--- src/rtl/control_juego_pkg.sv ---
// Shared definitions for the game controller and the menu block.
//   estado_t     : game controller FSM states
//   MENU_*       : menu state codes driven on CJ_ESTADO_IN
//   TIEMPO_N*_DEF: default seconds per life for levels 0..3
package control_juego_pkg;

    typedef enum logic [2:0] {
        ST_REPOSO  = 3'd0,
        ST_CARGA   = 3'd1,
        ST_JUGANDO = 3'd2,
        ST_MUERTE  = 3'd3,
        ST_GANO    = 3'd4,
        ST_PERDIO  = 3'd5
    } estado_t;

    localparam logic [2:0] MENU_INICIO = 3'b000;
    localparam logic [2:0] MENU_GANO   = 3'b101;
    localparam logic [2:0] MENU_PERDIO = 3'b110;
    localparam logic [2:0] MENU_JUEGO  = 3'b111;

    localparam int unsigned TIEMPO_N1_DEF = 60;
    localparam int unsigned TIEMPO_N2_DEF = 50;
    localparam int unsigned TIEMPO_N3_DEF = 40;
    localparam int unsigned TIEMPO_N4_DEF = 30;

endpackage

--- src/rtl/control_juego_contador_segundos.sv ---
// Seconds prescaler: counts 0..TICKS-1 while enabled and wraps to 0.
//   i_clk, i_rst : clock, synchronous active-high reset
//   i_en         : count enable
//   i_clr        : force count to 0 (takes priority over i_en)
//   o_wrap_c     : combinational pulse in the cycle the count wraps
module contador_segundos #(
    parameter int unsigned TICKS = 50000000
) (
    input  logic i_clk,
    input  logic i_rst,
    input  logic i_en,
    input  logic i_clr,
    output logic o_wrap_c
);

    localparam int unsigned W = (TICKS > 1) ? $clog2(TICKS) : 1;
    localparam logic [W-1:0] MAX = W'(TICKS - 1);

    logic [W-1:0] r_cnt;

    // Wrap is not gated by i_clr so callers may derive the clear from it.
    assign o_wrap_c = i_en && (r_cnt == MAX);

    always_ff @(posedge i_clk) begin
        if (i_rst || i_clr) begin
            r_cnt <= '0;
        end else if (i_en) begin
            r_cnt <= (r_cnt == MAX) ? '0 : r_cnt + W'(1);
        end
    end

endmodule

--- src/rtl/control_juego.sv ---
// Frogger game controller: lives, per-life countdown, goals, win/lose.
//   CJ_CLOCK_50, CJ_RESET : clock, synchronous active-high reset
//   CJ_ESTADO_IN  : menu state code (111 = game running)
//   CJ_NVL_IN, CJ_CN_IN   : level select and level-load strobe
//   CJ_COLISION, CJ_META  : collision (level) and goal (pulse)
//   CJ_GANO, CJ_PERDIO    : win / lose flags to the menu
//   CJ_VIDAS_OUT, CJ_TIEMPO_OUT, CJ_VEL_OUT, CJ_REINICIO_RANA : status
module control_juego
    import control_juego_pkg::*;
#(
    parameter int unsigned TICKS_SEG = 50000000,
    parameter int unsigned VIDAS_INI = 3,
    parameter int unsigned METAS_REQ = 3,
    parameter int unsigned TIEMPO_N1 = TIEMPO_N1_DEF,
    parameter int unsigned TIEMPO_N2 = TIEMPO_N2_DEF,
    parameter int unsigned TIEMPO_N3 = TIEMPO_N3_DEF,
    parameter int unsigned TIEMPO_N4 = TIEMPO_N4_DEF
) (
    input  logic       CJ_CLOCK_50,
    input  logic       CJ_RESET,
    input  logic [2:0] CJ_ESTADO_IN,
    input  logic [1:0] CJ_NVL_IN,
    input  logic       CJ_CN_IN,
    input  logic       CJ_COLISION,
    input  logic       CJ_META,
    output logic       CJ_GANO,
    output logic       CJ_PERDIO,
    output logic [1:0] CJ_VIDAS_OUT,
    output logic [5:0] CJ_TIEMPO_OUT,
    output logic [1:0] CJ_VEL_OUT,
    output logic       CJ_REINICIO_RANA
);

    estado_t    r_estado;
    logic [1:0] r_metas;

    logic       w_wrap;
    logic       w_juego;
    logic       w_jugando;
    logic       w_agota;
    logic       w_falla;
    logic       w_meta_ok;
    logic [1:0] w_metas_sig;
    logic [5:0] w_tiempo_dec;
    logic [5:0] w_tiempo_ini;

    function automatic logic [5:0] f_tiempo(input logic [1:0] nvl);
        case (nvl)
            2'd0:    return 6'(TIEMPO_N1);
            2'd1:    return 6'(TIEMPO_N2);
            2'd2:    return 6'(TIEMPO_N3);
            default: return 6'(TIEMPO_N4);
        endcase
    endfunction

    assign w_juego      = (CJ_ESTADO_IN == MENU_JUEGO);
    assign w_jugando    = (r_estado == ST_JUGANDO);
    assign w_agota      = w_wrap && (CJ_TIEMPO_OUT == 6'd1);
    assign w_falla      = CJ_COLISION || w_agota;
    assign w_meta_ok    = CJ_META && !w_falla;
    assign w_metas_sig  = r_metas + 2'd1;
    assign w_tiempo_ini = f_tiempo(CJ_VEL_OUT);
    assign w_tiempo_dec = (w_wrap && CJ_TIEMPO_OUT != 6'd0) ? CJ_TIEMPO_OUT - 6'd1
                                                            : CJ_TIEMPO_OUT;

    // Prescaler restarts whenever a life starts or a new attempt begins.
    contador_segundos #(
        .TICKS (TICKS_SEG)
    ) u_contador_segundos (
        .i_clk    (CJ_CLOCK_50),
        .i_rst    (CJ_RESET),
        .i_en     (w_jugando),
        .i_clr    (!w_jugando || w_falla || w_meta_ok),
        .o_wrap_c (w_wrap)
    );

    // Game FSM with registered outputs.
    always_ff @(posedge CJ_CLOCK_50) begin
        if (CJ_RESET) begin
            r_estado         <= ST_REPOSO;
            r_metas          <= '0;
            CJ_GANO          <= 1'b0;
            CJ_PERDIO        <= 1'b0;
            CJ_VIDAS_OUT     <= '0;
            CJ_TIEMPO_OUT    <= '0;
            CJ_VEL_OUT       <= '0;
            CJ_REINICIO_RANA <= 1'b0;
        end else begin
            CJ_REINICIO_RANA <= 1'b0;
            case (r_estado)
                ST_REPOSO: begin
                    CJ_VIDAS_OUT  <= '0;
                    CJ_TIEMPO_OUT <= '0;
                    r_metas       <= '0;
                    // A strobe with the menu at its start code is a finish, not a load.
                    if (CJ_CN_IN && CJ_ESTADO_IN != MENU_INICIO) begin
                        CJ_VEL_OUT <= CJ_NVL_IN;
                        r_estado   <= ST_CARGA;
                    end
                end
                ST_CARGA: begin
                    CJ_VIDAS_OUT  <= 2'(VIDAS_INI);
                    CJ_TIEMPO_OUT <= w_tiempo_ini;
                    r_metas       <= '0;
                    if (w_juego) begin
                        r_estado <= ST_JUGANDO;
                    end
                end
                ST_JUGANDO: begin
                    if (!w_juego) begin
                        CJ_VIDAS_OUT  <= '0;
                        CJ_TIEMPO_OUT <= '0;
                        r_metas       <= '0;
                        r_estado      <= ST_REPOSO;
                    end else if (w_falla) begin
                        // A fault overrides any goal seen in the same cycle.
                        if (CJ_VIDAS_OUT <= 2'd1) begin
                            CJ_VIDAS_OUT  <= '0;
                            CJ_TIEMPO_OUT <= w_tiempo_dec;
                            CJ_PERDIO     <= 1'b1;
                            r_estado      <= ST_PERDIO;
                        end else begin
                            CJ_VIDAS_OUT     <= CJ_VIDAS_OUT - 2'd1;
                            CJ_TIEMPO_OUT    <= w_tiempo_ini;
                            CJ_REINICIO_RANA <= 1'b1;
                            r_estado         <= ST_MUERTE;
                        end
                    end else if (w_meta_ok) begin
                        r_metas <= w_metas_sig;
                        if (w_metas_sig == 2'(METAS_REQ)) begin
                            CJ_TIEMPO_OUT <= w_tiempo_dec;
                            CJ_GANO       <= 1'b1;
                            r_estado      <= ST_GANO;
                        end else begin
                            CJ_TIEMPO_OUT    <= w_tiempo_ini;
                            CJ_REINICIO_RANA <= 1'b1;
                        end
                    end else begin
                        CJ_TIEMPO_OUT <= w_tiempo_dec;
                    end
                end
                ST_MUERTE: begin
                    if (!w_juego) begin
                        CJ_VIDAS_OUT  <= '0;
                        CJ_TIEMPO_OUT <= '0;
                        r_metas       <= '0;
                        r_estado      <= ST_REPOSO;
                    end else begin
                        r_estado <= ST_JUGANDO;
                    end
                end
                ST_GANO, ST_PERDIO: begin
                    if (!w_juego) begin
                        CJ_GANO       <= 1'b0;
                        CJ_PERDIO     <= 1'b0;
                        CJ_VIDAS_OUT  <= '0;
                        CJ_TIEMPO_OUT <= '0;
                        r_metas       <= '0;
                        r_estado      <= ST_REPOSO;
                    end
                end
                default: begin
                    r_estado <= ST_REPOSO;
                end
            endcase
        end
    end

endmodule

--- config.mk ---
export PLATFORM = sky130hd
export DESIGN_NAME = control_juego
export DESIGN_NICKNAME = d
export VERILOG_FILES = /design/src/rtl/control_juego_pkg.sv /design/src/rtl/control_juego_contador_segundos.sv /design/src/rtl/control_juego.sv
export SDC_FILE = /design/constraint.sdc
export NUM_CORES = 1
export LEC_CHECK = 0
export ABC_AREA = 1
export CAP_MARGIN = 20
export CELL_PAD_IN_SITES_DETAIL_PLACEMENT = 0
export CELL_PAD_IN_SITES_GLOBAL_PLACEMENT = 1
export CORE_MARGIN = 2
export CORE_UTILIZATION = 38
export CTS_CLUSTER_SIZE = 10
export DETAILED_ROUTE_END_ITERATION = 8
export MAX_ROUTING_LAYER = met4
export PLACE_DENSITY_LB_ADDON = 0.1
export SLEW_MARGIN = 20
export SYNTH_ARGS = -nofsm -noshare
export SYNTH_HDL_FRONTEND = slang
export SYNTH_SLANG_ARGS = --single-unit
--- constraint.sdc ---
create_clock -name CJ_CLOCK_50 -period 1.76 [get_ports CJ_CLOCK_50]
set_input_delay 0.264 -clock CJ_CLOCK_50 [delete_from_list [all_inputs] [get_ports CJ_CLOCK_50]]
set_output_delay 0.264 -clock CJ_CLOCK_50 [all_outputs]
set_load 0.01 [all_outputs]
## Word-level counts from Yosys, hierarchy flattened

Index checks and enable logic that the tools add are counted.

- Register bits: 44
- Output and inout port bits: 13
- Logic and storage cells: 114

- $add $sub $neg: 4
- Order comparisons: 1
- Equal/unequal tests: 26
- Muxes and demuxes: 43
- Bitwise logic cells: 2
- Reduce and logical (&&, ||, !) cells: 29

Operators by type and width:

| kind | number |
|---|---|
| 6-bit 2-to-1 mux | 7 |
| 26-bit by 1-bit adder with 26-bit output, second input constant | 1 |
| 26-bit == test, second input constant | 1 |
| 26-bit 2-to-1 mux | 1 |
| 3-bit 2-to-1 mux | 8 |
| 6-bit one-hot mux with 4 select lines | 1 |
| 2-bit inequality test, second input constant | 10 |
| 6-bit one-hot mux with 3 select lines | 1 |
| 2-bit 2-to-1 mux | 8 |
| 3-bit one-hot mux with 5 select lines | 1 |
| 1-bit 2-to-1 mux | 12 |
| 5-bit AND reduction | 2 |
| 3-bit == test, second input constant | 3 |
| 3-bit inequality test, second input constant | 3 |
| 4-bit inequality test, second input constant | 2 |
| 2-bit one-hot mux with 4 select lines | 1 |
| 3-bit by 2-bit == test with 1-bit output, second input constant | 2 |
| 6-bit by 1-bit == test with 1-bit output, second input constant | 1 |
| 2-bit one-hot mux with 3 select lines | 1 |
| 6-bit AND reduction | 1 |
| 3-bit nonzero test | 2 |
| 6-bit nonzero test | 1 |
| 3-bit OR reduction | 2 |
| 6-bit by 1-bit subtractor with 6-bit output, second input constant | 1 |
| other kinds (19) | 32 |

## Longest topological paths before layout

Gate-level depths: netlist (run 1).

- Depth in word-level cells: 10
- Gate-level depth with buffers: 15
- Mapped depth without buffers: 15

## By module

Synthesis (run 1) repeated with hierarchy kept, for this count alone.

- Cell total of the unflattened synthesis: 420
- Area total of the unflattened synthesis: 2782.7 um^2

Modules (own cells, without submodules):

| module | times used | cells each | area an instance (um^2) | seq. area each (um^2) |
|---|---|---|---|---|
| contador_segundos | 1 | 238 | 1600.3 | 520.5 |
| control_juego | 1 | 182 | 1182.4 | 360.3 |

## Worst setup path after synthesis (run 1)

Ideal clock, no wire load.

- Path type: register to register
- From: reg CJ_TIEMPO_OUT[1]
- To: reg u_contador_segundos.r_cnt[7]
- Library setup time: 0.070 ns
- Arrival time: 1.573 ns
- Setup slack: 0.118 ns
- Cell stages (with the launch flop): 13
- Path buffers: 1
- Period minus slack after synthesis: 1.642 ns
- Path through: dfxtp_1 -> inv_1 -> ha_1 -> nand2_1 -> nor2_1 -> nand4_2 -> nand2_4 -> inv_4 -> nand4_2 -> nor2_2 -> inv_2 -> buf_6 -> a21oi_1

- Cells in the longest elaborated chain, start to end: 7
- Elaborated cells on any way between the ends: 8

Ends and longest elaborated chain:

| item | RTL line | text |
|---|---|---|
| from (decl) | control_juego.sv:29 | `output logic [5:0] CJ_TIEMPO_OUT,` |
| from (signal assigned) | control_juego.sv:103 | `CJ_TIEMPO_OUT <= w_tiempo_ini;` |
| from (signal assigned) | control_juego.sv:119 | `CJ_TIEMPO_OUT <= w_tiempo_dec;` |
| from (signal assigned) | control_juego.sv:124 | `CJ_TIEMPO_OUT <= w_tiempo_ini;` |
| 6-bit by 1-bit == test with 1-bit output (*) | control_juego.sv:58 | `assign w_agota = w_wrap && (CJ_TIEMPO_OUT == 6'd1);` |
| 1-bit logical AND (*) | control_juego.sv:58 |  |
| 1-bit logical OR (*) | control_juego.sv:59 | `assign w_falla = CJ_COLISION \|\| w_agota;` |
| 1-bit logical NOT | control_juego.sv:60 | `assign w_meta_ok = CJ_META && !w_falla;` |
| 1-bit logical AND | control_juego.sv:60 |  |
| 1-bit logical OR (*) | control_juego.sv:73 | `.i_clr (!w_jugando \|\| w_falla \|\| w_meta_ok),` |
| 1-bit logical OR (*) | control_juego_contador_segundos.sv:25 | `if (i_rst \|\| i_clr) begin` |
| to (signal assigned) | control_juego_contador_segundos.sv:28 | `r_cnt <= (r_cnt == MAX) ? '0 : r_cnt + W'(1);` |
| to (decl) | control_juego_contador_segundos.sv:19 | `logic [W-1:0] r_cnt;` |

Mark *: on every way between the ends. The rest lies on a longest branch, timed or not.
A chain may end at the register's enable or synchronous reset.

## Worst setup path after layout (run 1)

- From: reg u_contador_segundos.r_cnt[1]
- To: reg r_estado[1]

- Cells in the longest elaborated chain, start to end: 8
- Elaborated cells on any way between the ends: 12

Ends and longest elaborated chain:

| item | RTL line | text |
|---|---|---|
| 26-bit == test (*) | control_juego_contador_segundos.sv:22 | `assign o_wrap_c = i_en && (r_cnt == MAX);` |
| 1-bit logical AND (*) | control_juego_contador_segundos.sv:22 |  |
| 1-bit logical AND (*) | control_juego.sv:58 |  |
| 1-bit logical OR (*) | control_juego.sv:59 |  |
| 1-bit logical NOT | control_juego.sv:60 |  |
| 1-bit logical AND | control_juego.sv:60 |  |
| 4-bit inequality test (no line) | -- |  |
| 5-bit AND reduction (no line) | -- |  |
| to (signal assigned) | control_juego.sv:80 | `r_estado <= ST_REPOSO;` |
| to (signal assigned) | control_juego.sv:98 | `r_estado <= ST_CARGA;` |
| to (signal assigned) | control_juego.sv:106 | `r_estado <= ST_JUGANDO;` |
| to (decl) | control_juego.sv:34 | `estado_t r_estado;` |

Marked as above.

==> flow_summary.ini, run 1 <==
[outcome]
status = complete, but fails checks
violations = negative setup slack

[route]
vias = 3090
drc = 0
first_pass_iters = 4
postRouteAntennaNets = 0
dr.first_iter.drc_count = 118
wl_per_cell_microns = 13.0
via_per_inst = 4.90
drt_wl_total_mm = 8.20

[cells_and_area]
fill_cells = 721
fin_nets = 549
antenna_cells = 0
syn2layout_area_growth_pct = 45.5
final_cell_count_no_fill = 631
drive_gt1_frac = 0.352
design_area_sq_um = 4170

[critical_path]
max_stage_delay_ns = 0.36
path_max_fanout = 4
r2r-start = u_contador_segundos.r_cnt[1]
reg2reg_depth = 12
critPathCaptureType = flip-flop
required_ns = 2.00
cp_data_arrival_time_ns = 2.03
reg2reg_to = r_estado[1]
cp_slowest_cell = dfxtp_2
critPathKind = reg2reg
crit_path_cell_trace = ha_4 > nand2_2 > nor2_2 > nand3_2 > nor2_4 > nand4_4 > nand2_4 > inv_4 > buf_6 > o21ai_2 > nand3_1 > a21oi_1
r2r_slack_ns = -0.03
critPathLaunchType = flip-flop

[die]
die_w_microns = 90.9
ioPinCount = 23
start_util = 0.393
rows = 31
die_h_microns = 90.9
die-area_sq_um = 8250
core-area_sq_um = 7290

[logic_synthesis]
synth_top_area_share = 0.307
synth_area_leaders = dfxtp_1 (31%), nand2_1 (12%), nor2_1 (8.0%)
synth-seq-area-share = 0.307
ys_warn_count = 0
synthFlopType = dfxtp_1
synth.largest_area_cell = dfxtp_1
netlist_area_sq_um = 2870
synthArstFlopShare = 0
synth_edf_count = 0
netlist_instances = 425
avgSynthCellArea_sq_um = 6.74
synth_fp_nets = 443
ys_ff_latch = 44
synth_cell_types = 40

[job]
drv_cap = 0

[sta]
worst_pin_slew_ns = 0.418
period_minus_slack_ns = 1.79
finalMaxSlewViolations = 0
final-setup-viol-count = 3
period_share = 1.01
setup_ws_ns = -0.0253
fmax_mhz = 560
holdWs_ns = 0.478
skew_ns = 0.00640
rsz0062_at_grt = yes
hold_viol = 0
slew_headroom = 0.719

[hold_path]
hp-start = CJ_GANO
min_path_type = reg2reg
hold_end = CJ_GANO
holdPathStages = 2

[pwr]
clkPwrFrac = 0.224
switchingPower_w = 0.00114
switching_share = 0.369
p_per_area_nw_per_um2 = 740
vdd_drop_max_v = 0.000643
internal-power_w = 0.00195
p_seq_frac = 0.371
p_leak_nw = 1.77
combPwrFrac = 0.406

[global_route]
grt_pass1_vias = 2927
antenna_found_initial = 0
grt_max_degree = 14
grt-ovfl-total = 0
grt_usage = 0.208
grt_pass1_wl_mm = 13.7

[cts]
cts_buffers = 5
cts_root_buf = clkbuf_8
clockBufferDepth = 2
clkLatencyLatePin_ns = 0.30
tritoncts = done
clock-sinks = 44
clkSlewWorstSetupHoldPaths_ns = 0.09
htree_levels = 2

[placed_design]
place_inst = 614
hpwl_mm = 6.20
postPlaceCellArea_sq_um = 3730
gp_congestion = 0.894
io_buffers = 22
worst max-delay path by stage:
stage,start,endpoint,slack (ns),cells past startpoint
detailed placement,CJ_ESTADO_IN[1],CJ_TIEMPO_OUT[1],-0.21,12
floorplan,CJ_TIEMPO_OUT[1],u_contador_segundos.r_cnt[7],0.12,12
global placement,CJ_ESTADO_IN[1],CJ_TIEMPO_OUT[1],-0.16,12
global route,u_contador_segundos.r_cnt[1],CJ_TIEMPO_OUT[3],-0.15,14
finish,u_contador_segundos.r_cnt[1],r_estado[1],-0.03,12
CTS,CJ_TIEMPO_OUT[1],u_contador_segundos.r_cnt[12],-0.03,11
cell usage in the layout (no fill, tap or decap), types with 2 or more instances in the layout:
cell type,n
nand4_4,3
nand3_2,7
nor2_4,10
nor3_1,10
nor3_2,6
o21ai_1,7
nand2_2,16
buf_4,78
xor2_1,11
o21ai_2,3
or2_2,4
nor2_2,10
a21oi_2,4
inv_2,6
nor3_4,2
clkdlybuf4s50_1,22
ha_1,7
clkinv_2,2
inv_1,50
o211a_1,3
nor2_1,53
dfxtp_2,9
clkbuf_8,6
nor4_1,2
nand4_1,11
a31oi_1,2
o21ai_0,7
xnor2_1,3
nand2_4,4
nand3_1,19
nand4_2,2
a21oi_1,20
dfxtp_1,35
nand2_1,76
nand3_4,2
buf_6,5
cell type report:
class	instances	area [sq um]	area share
Inverter	59	236	0.0567
Sequential cell	44	892	0.214
Clock buffer	6	82.6	0.0198
Tap cell	99	124	0.0297
Timing Repair Buffer	105	862	0.207
Clock inverter	2	10.0	0.00240
Multi-Input combinational cell	316	1960	0.471
power by group through the flow:
stage                     combinational [W]  clock [W]  sequential [W]
after floorplan                    0.000610          0         0.00121
after global placement              0.00113          0         0.00116
after detailed placement            0.00112          0         0.00117
after CTS                           0.00115   0.000709         0.00114
after global routing                0.00137   0.000744         0.00116
final                               0.00125   0.000691         0.00114
state kept, by name (all words and copies together), names as in the netlist:
signal                     cells
CJ_REINICIO_RANA               1
CJ_GANO                        1
r_estado                       3
CJ_VEL_OUT                     2
r_metas                        2
u_contador_segundos.r_cnt     26
CJ_VIDAS_OUT                   2
CJ_TIEMPO_OUT                  6
CJ_PERDIO                      1
cells in the mapped netlist (all sizes together), types with 3 or more instances:
library cell	number
nor2	73
o21ai	18
o211a	3
ha	8
nand4	16
buf	6
or2	4
nor3	18
inv	59
nand2	97
nand3	28
xor2	11
a21oi	24
dfxtp	44
xnor2	3
metrics by stage:
stage / setup slack [ns] / utilization / total power, W / setup TNS, ns
2_1_floorplan: 0.118 / - / 0.00182 / 0
3_3_place_gp: -0.164 / 0.511 / 0.00229 / -2.58
3_5_place_dp: -0.212 / 0.511 / 0.00229 / -3.07
4_1_cts: -0.0295 / 0.537 / 0.00301 / -0.102
5_1_grt: -0.153 / 0.572 / 0.00327 / -3.25
6_report: -0.0253 / 0.572 / 0.00309 / -0.0495
critical path: cells and delay by family, from the launching register on:
family	cells	cell delay, ns
AO/OA/AOI/OAI	2	0.25
adder cells (fa/ha/maj)	1	0.16
buffers and inverters	2	0.18
flip-flops	1	0.36
AND/OR/NAND/NOR	7	0.76
routing by layer:
layer | wire length, microns | global-route usage
met5 | 0 | -
met4 | 99 | 0.0530
met3 | 329 | 0.0267
met2 | 3690 | 0.312
met1 | 4080 | 0.295
repair_timing:
item | CTS | global route
pin swaps | 9 | 16
hold buffers | 0 | 0
buffers inserted | 4 | 5
setup endpoints to repair | 28 | 42
resized for setup | 20 | 63
kinds of logic after synthesis:
kind of cell | count (synthesis) | share of synthesized area
buffers and inverters | 65 | 0.0925
DFF | 44 | 0.307
xor gates and xnor gates | 14 | 0.0428
adders and majority gates | 8 | 0.0349
and+or+nand+nor | 240 | 0.412
AOI/OAI and AO/OA | 54 | 0.110
Note: power is estimated with default switching activity, not from simulation.
==> run 2, diff against run 1 <==
Settings changed: CORE_MARGIN 2 to 1.5, CTS_CLUSTER_SIZE 10 to 14.
==> run 2 against run 1 <==
The run still ends with negative setup slack left. Wire length increased by 1.1%. Power increased by 5.9%. Clock skew increased by 0.0042 ns. Global-route usage increased by 0.35 points. Final cell count increased by 0.95%. Clock power increased by 26%. Critical endpoint is now CJ_VIDAS_OUT[1]. Largest cell class unchanged.
==> flow_summary.ini, run 2 (synthesized netlist as in run 1, its figures left out) <==
[cells_and_area]
fin_nets = 555
largest-register = u_contador_segundos.r_cnt
final_cell_mix = buf_4 (88), nand2_1 (82), nor2_1 (57)
drive_gt1_frac = 0.342
final_common_cell = buf_4
fill_cells = 736
syn2layout_area_growth_pct = 47.3
largest_reg_flops = 26
antenna_cells = 0
largestRegisters = u_contador_segundos.r_cnt: 26 flops, CJ_TIEMPO_OUT: 6 flops, r_estado: 3 flops

[die]
die_h_microns = 89.9
ioPinCount = 23
rows = 31
core-area_sq_um = 7290
die_w_microns = 89.9
die-area_sq_um = 8070
start_util = 0.393

[job]
drv_cap = 0

[cts]
clockBufferDepth = 2
tritoncts = done
htree_levels = 2
clkLatencyLatePin_ns = 0.30
hold_buffers = 0
cts_root_buf = clkbuf_8
cts_buffers = 5
clkSlewWorstSetupHoldPaths_ns = 0.09
clock-sinks = 44

[global_route]
grt-ovfl-total = 0
antenna_found_initial = 0
grt_pass1_vias = 2969
grt_max_degree = 14
grt_usage = 0.211
grt_pass1_wl_mm = 13.6

[critical_path]
path_max_fanout = 4
critPathLaunchType = primary input
critPathCaptureType = flip-flop
cp_data_arrival_time_ns = 2.02
required_ns = 1.96
critPathKind = in2reg

[route]
drc = 0
wl_per_cell_microns = 13.0
via_per_inst = 4.84
drt_wl_total_mm = 8.29
dr.first_iter.drc_count = 116
postRouteAntennaNets = 0
first_pass_iters = 5
vias = 3085

[pwr]
p_per_area_nw_per_um2 = 774
p_leak_nw = 1.82
vdd_drop_max_v = 0.000551

[sta]
period_share = 1.03
fmax_mhz = 549
period_minus_slack_ns = 1.82
skew_ns = 0.0106
fin_tns_setup_ns = -0.143
hold_viol = 0
finalMaxSlewViolations = 0
worst_pin_slew_ns = 0.363
rsz0062_at_grt = yes
holdWs_ns = 0.486
slew_headroom = 0.756
setup_ws_ns = -0.0615
final-setup-viol-count = 7

[hold_path]
min_path_type = reg2reg

[outcome]
status = complete, but fails checks
violations = negative setup slack

[placed_design]
hpwl_mm = 6.16
gp_congestion = 0.891
io_buffers = 22
run 2: final timing paths:
check,startpoint,to,slack [ns],cells after the start
min,CJ_GANO,CJ_GANO,0.49,2
max,CJ_ESTADO_IN[1],CJ_VIDAS_OUT[1],-0.06,12
max reg2reg,r_estado[2],CJ_VIDAS_OUT[1],-0.05,11
min reg2reg,CJ_GANO,CJ_GANO,0.49,2
run 2: critical path: stages:
cell and delay (ns):
clkdlybuf4s50_1 0.47, inv_1 0.05, nor3_2 0.20, inv_1 0.11
nor2_2 0.14, inv_1 0.07, nor2_1 0.25, inv_1 0.07
nand2_1 0.09, inv_1 0.06, o21ai_0 0.18, a21oi_1 0.06
run 2: area by class of cell:
class | instances | area, sq um | area share
Tap cell | 99 | 124 | 0.0293
Inverter | 59 | 236 | 0.0560
Clock inverter | 1 | 30.0 | 0.00711
Multi-Input combinational cell | 316 | 1950 | 0.462
Timing Repair Buffer | 111 | 892 | 0.211
Clock buffer | 7 | 96.3 | 0.0228
Sequential cell | 44 | 892 | 0.211
run 2: layer usage:
metal	up-vias	global-route usage	wire, microns
met3	12	0.0313	264
met4	0	0.0635	128
met1	1406	0.294	4190
met5	-	-	0
li1	1608	-	-
met2	59	0.316	3700
run 2: report_power, final:
group / leakage [nW] / switching, W / internal (W)
Combinational: 1.40 / 0.000691 / 0.000564
Sequential: 0.360 / 0.0000691 / 0.00108
Clock: 0.0645 / 0.000367 / 0.000502
run 2: per-stage QoR:
| step | area (sq um) | std cells | setup WS (ns) | util | power (W) |
|---|---|---|---|---|---|
| floorplan | 2870 | 425 | 0.118 | - | 0.00182 |
| global placement | 3730 | 615 | -0.164 | 0.512 | 0.00229 |
| detailed placement | 3730 | 615 | -0.226 | 0.512 | 0.00228 |
| CTS | 3960 | 626 | -0.0606 | 0.542 | 0.00318 |
| global route | 4220 | 637 | -0.162 | 0.579 | 0.00351 |
| finish | 4220 | 637 | -0.0615 | 0.579 | 0.00327 |
run 2: what timing repair did:
item                       4_1_cts  5_1_grt
pin swaps                       12       29
gates resized for setup         19       51
gates cloned                     0        1
setup endpoints to repair       28       41
buffers inserted                 3       10
==> run 3, diff against run 2 <==
Settings changed: SKIP_CTS_REPAIR_TIMING from default to 1.
==> run 3 against run 2 <==
Via count up 0.52%. The run now ends clean. Clock power grew 0.7%. Wire length grew 0.62%. Highest routed layer unchanged.
==> flow_summary.ini, run 3 (synthesized netlist as in run 1, its figures left out) <==
[outcome]
status = complete, no violations

[critical_path]
critPathCaptureType = flip-flop
critPathLaunchType = flip-flop
critPathKind = reg2reg
cp_data_arrival_time_ns = 2.01
required_ns = 2.01
path_max_fanout = 5

[cells_and_area]
largest_reg_flops = 26
fill_cells = 726
drive_gt1_frac = 0.390
final_cell_mix = buf_4 (85), nand2_1 (79), inv_1 (51)
final_cell_count_no_fill = 637
ff_latch_area_sq_um = 902
antenna_cells = 0
largestRegisters = u_contador_segundos.r_cnt: 26 flops, CJ_TIEMPO_OUT: 6 flops, r_estado: 3 flops
syn2layout_area_growth_pct = 50.5
final_common_cell = buf_4
multiInputGateArea_sq_um = 2020
largest-register = u_contador_segundos.r_cnt
design_area_sq_um = 4310
fin_nets = 555

[placed_design]
postPlaceCellArea_sq_um = 3730
gp_congestion = 0.891
io_buffers = 22
place_inst = 615
dp_slack_ns = -0.226
hpwl_mm = 6.16

[die]
ioPinCount = 23
die-area_sq_um = 8070
die_w_microns = 89.9
start_util = 0.393
core-area_sq_um = 7290
rows = 31
die_h_microns = 89.9

[route]
wl_per_cell_microns = 13.1
postRouteAntennaNets = 0
dr.first_iter.drc_count = 122
drt_wl_total_mm = 8.34
via_per_inst = 4.87
vias = 3101
first_pass_iters = 4
drc = 0

[cts]
cts_root_buf = clkbuf_8
tritoncts = done
cts_buffers = 5
clockBufferDepth = 2
htree_levels = 2
clock-sinks = 44
clkSlewWorstSetupHoldPaths_ns = 0.09
clkLatencyLatePin_ns = 0.30

[sta]
worst_pin_slew_ns = 0.408
final-setup-viol-count = 0
period_share = 0.999
slew_headroom = 0.726
period_minus_slack_ns = 1.76
rsz0062_at_grt = yes
setup_ws_ns = 0.00119
hold_viol = 0
fmax_mhz = 569
skew_ns = 0.00824
finalMaxSlewViolations = 0

[pwr]
vdd_drop_max_v = 0.000584
p_per_area_nw_per_um2 = 767
p_leak_nw = 1.83

[global_route]
antenna_found_initial = 0
grt_max_degree = 14
grt_usage = 0.209
grt_pass1_wl_mm = 13.4
grt_pass1_vias = 2905
grt-ovfl-total = 0

[job]
drv_cap = 0

[hold_path]
min_path_type = reg2reg
[run 3: power breakdown]
part	switching, W	leakage (nW)	total [W]	internal, W
Sequential	0.0000693	0.364	0.00115	0.00108
Combinational	0.000705	1.40	0.00128	0.000579
Clock	0.000374	0.0645	0.000875	0.000502
Total	0.00115	1.83	0.00331	0.00216
[run 3: worst paths after layout]
path / cells past startpoint / slack, ns / end / startpoint
max: 15 / 0.001 / CJ_TIEMPO_OUT[4] / u_contador_segundos.r_cnt[1]
min: 2 / 0.49 / CJ_GANO / CJ_GANO
min reg2reg: 2 / 0.49 / CJ_GANO / CJ_GANO
max reg2reg: 15 / 0.001 / CJ_TIEMPO_OUT[4] / u_contador_segundos.r_cnt[1]
[run 3: area by class of cell]
| type | count | share of cell area |
|---|---|---|
| Sequential cell | 44 | 0.209 |
| Timing Repair inverter | 1 | 0.00261 |
| Clock inverter | 1 | 0.00696 |
| Inverter | 59 | 0.0548 |
| Timing Repair Buffer | 110 | 0.207 |
| Multi-Input combinational cell | 316 | 0.469 |
| Tap cell | 99 | 0.0287 |
| Clock buffer | 7 | 0.0223 |
[run 3: layer usage]
metal  routed length [microns]  track usage  vias up
li1                          -            -     1604
met1                      4160        0.292     1421
met2                      3770        0.313       65
met3                       309       0.0330       11
met4                       104       0.0569        0
met5                         0            -        -
[run 3: worst max-delay path, stage by stage, from the launching register on]
cell	delay, ns
dfxtp_2	0.36
ha_4	0.17
nand2_4	0.05
inv_2	0.06
nand2_2	0.06
nor2_2	0.10
nand2_2	0.08
nor2_4	0.19
nand3_4	0.11
nand2_2	0.10
nand3_2	0.07
a21oi_2	0.13
nand2_1	0.07
nand3_1	0.07
nand2_1	0.06
inv_1	0.05
[run 3: stage by stage]
| step | util | setup TNS [ns] | total power, W | hold WS, ns |
|---|---|---|---|---|
| finish | 0.591 | 0 | 0.00331 | 0.487 |
| detailed placement | 0.512 | -3.24 | 0.00228 | 0.472 |
| CTS | 0.530 | -2.16 | 0.00316 | 0.486 |
| floorplan | - | 0 | 0.00182 | 0.333 |
| global placement | 0.512 | -2.49 | 0.00229 | 0.455 |
| global route | 0.591 | -1.30 | 0.00354 | 0.499 |
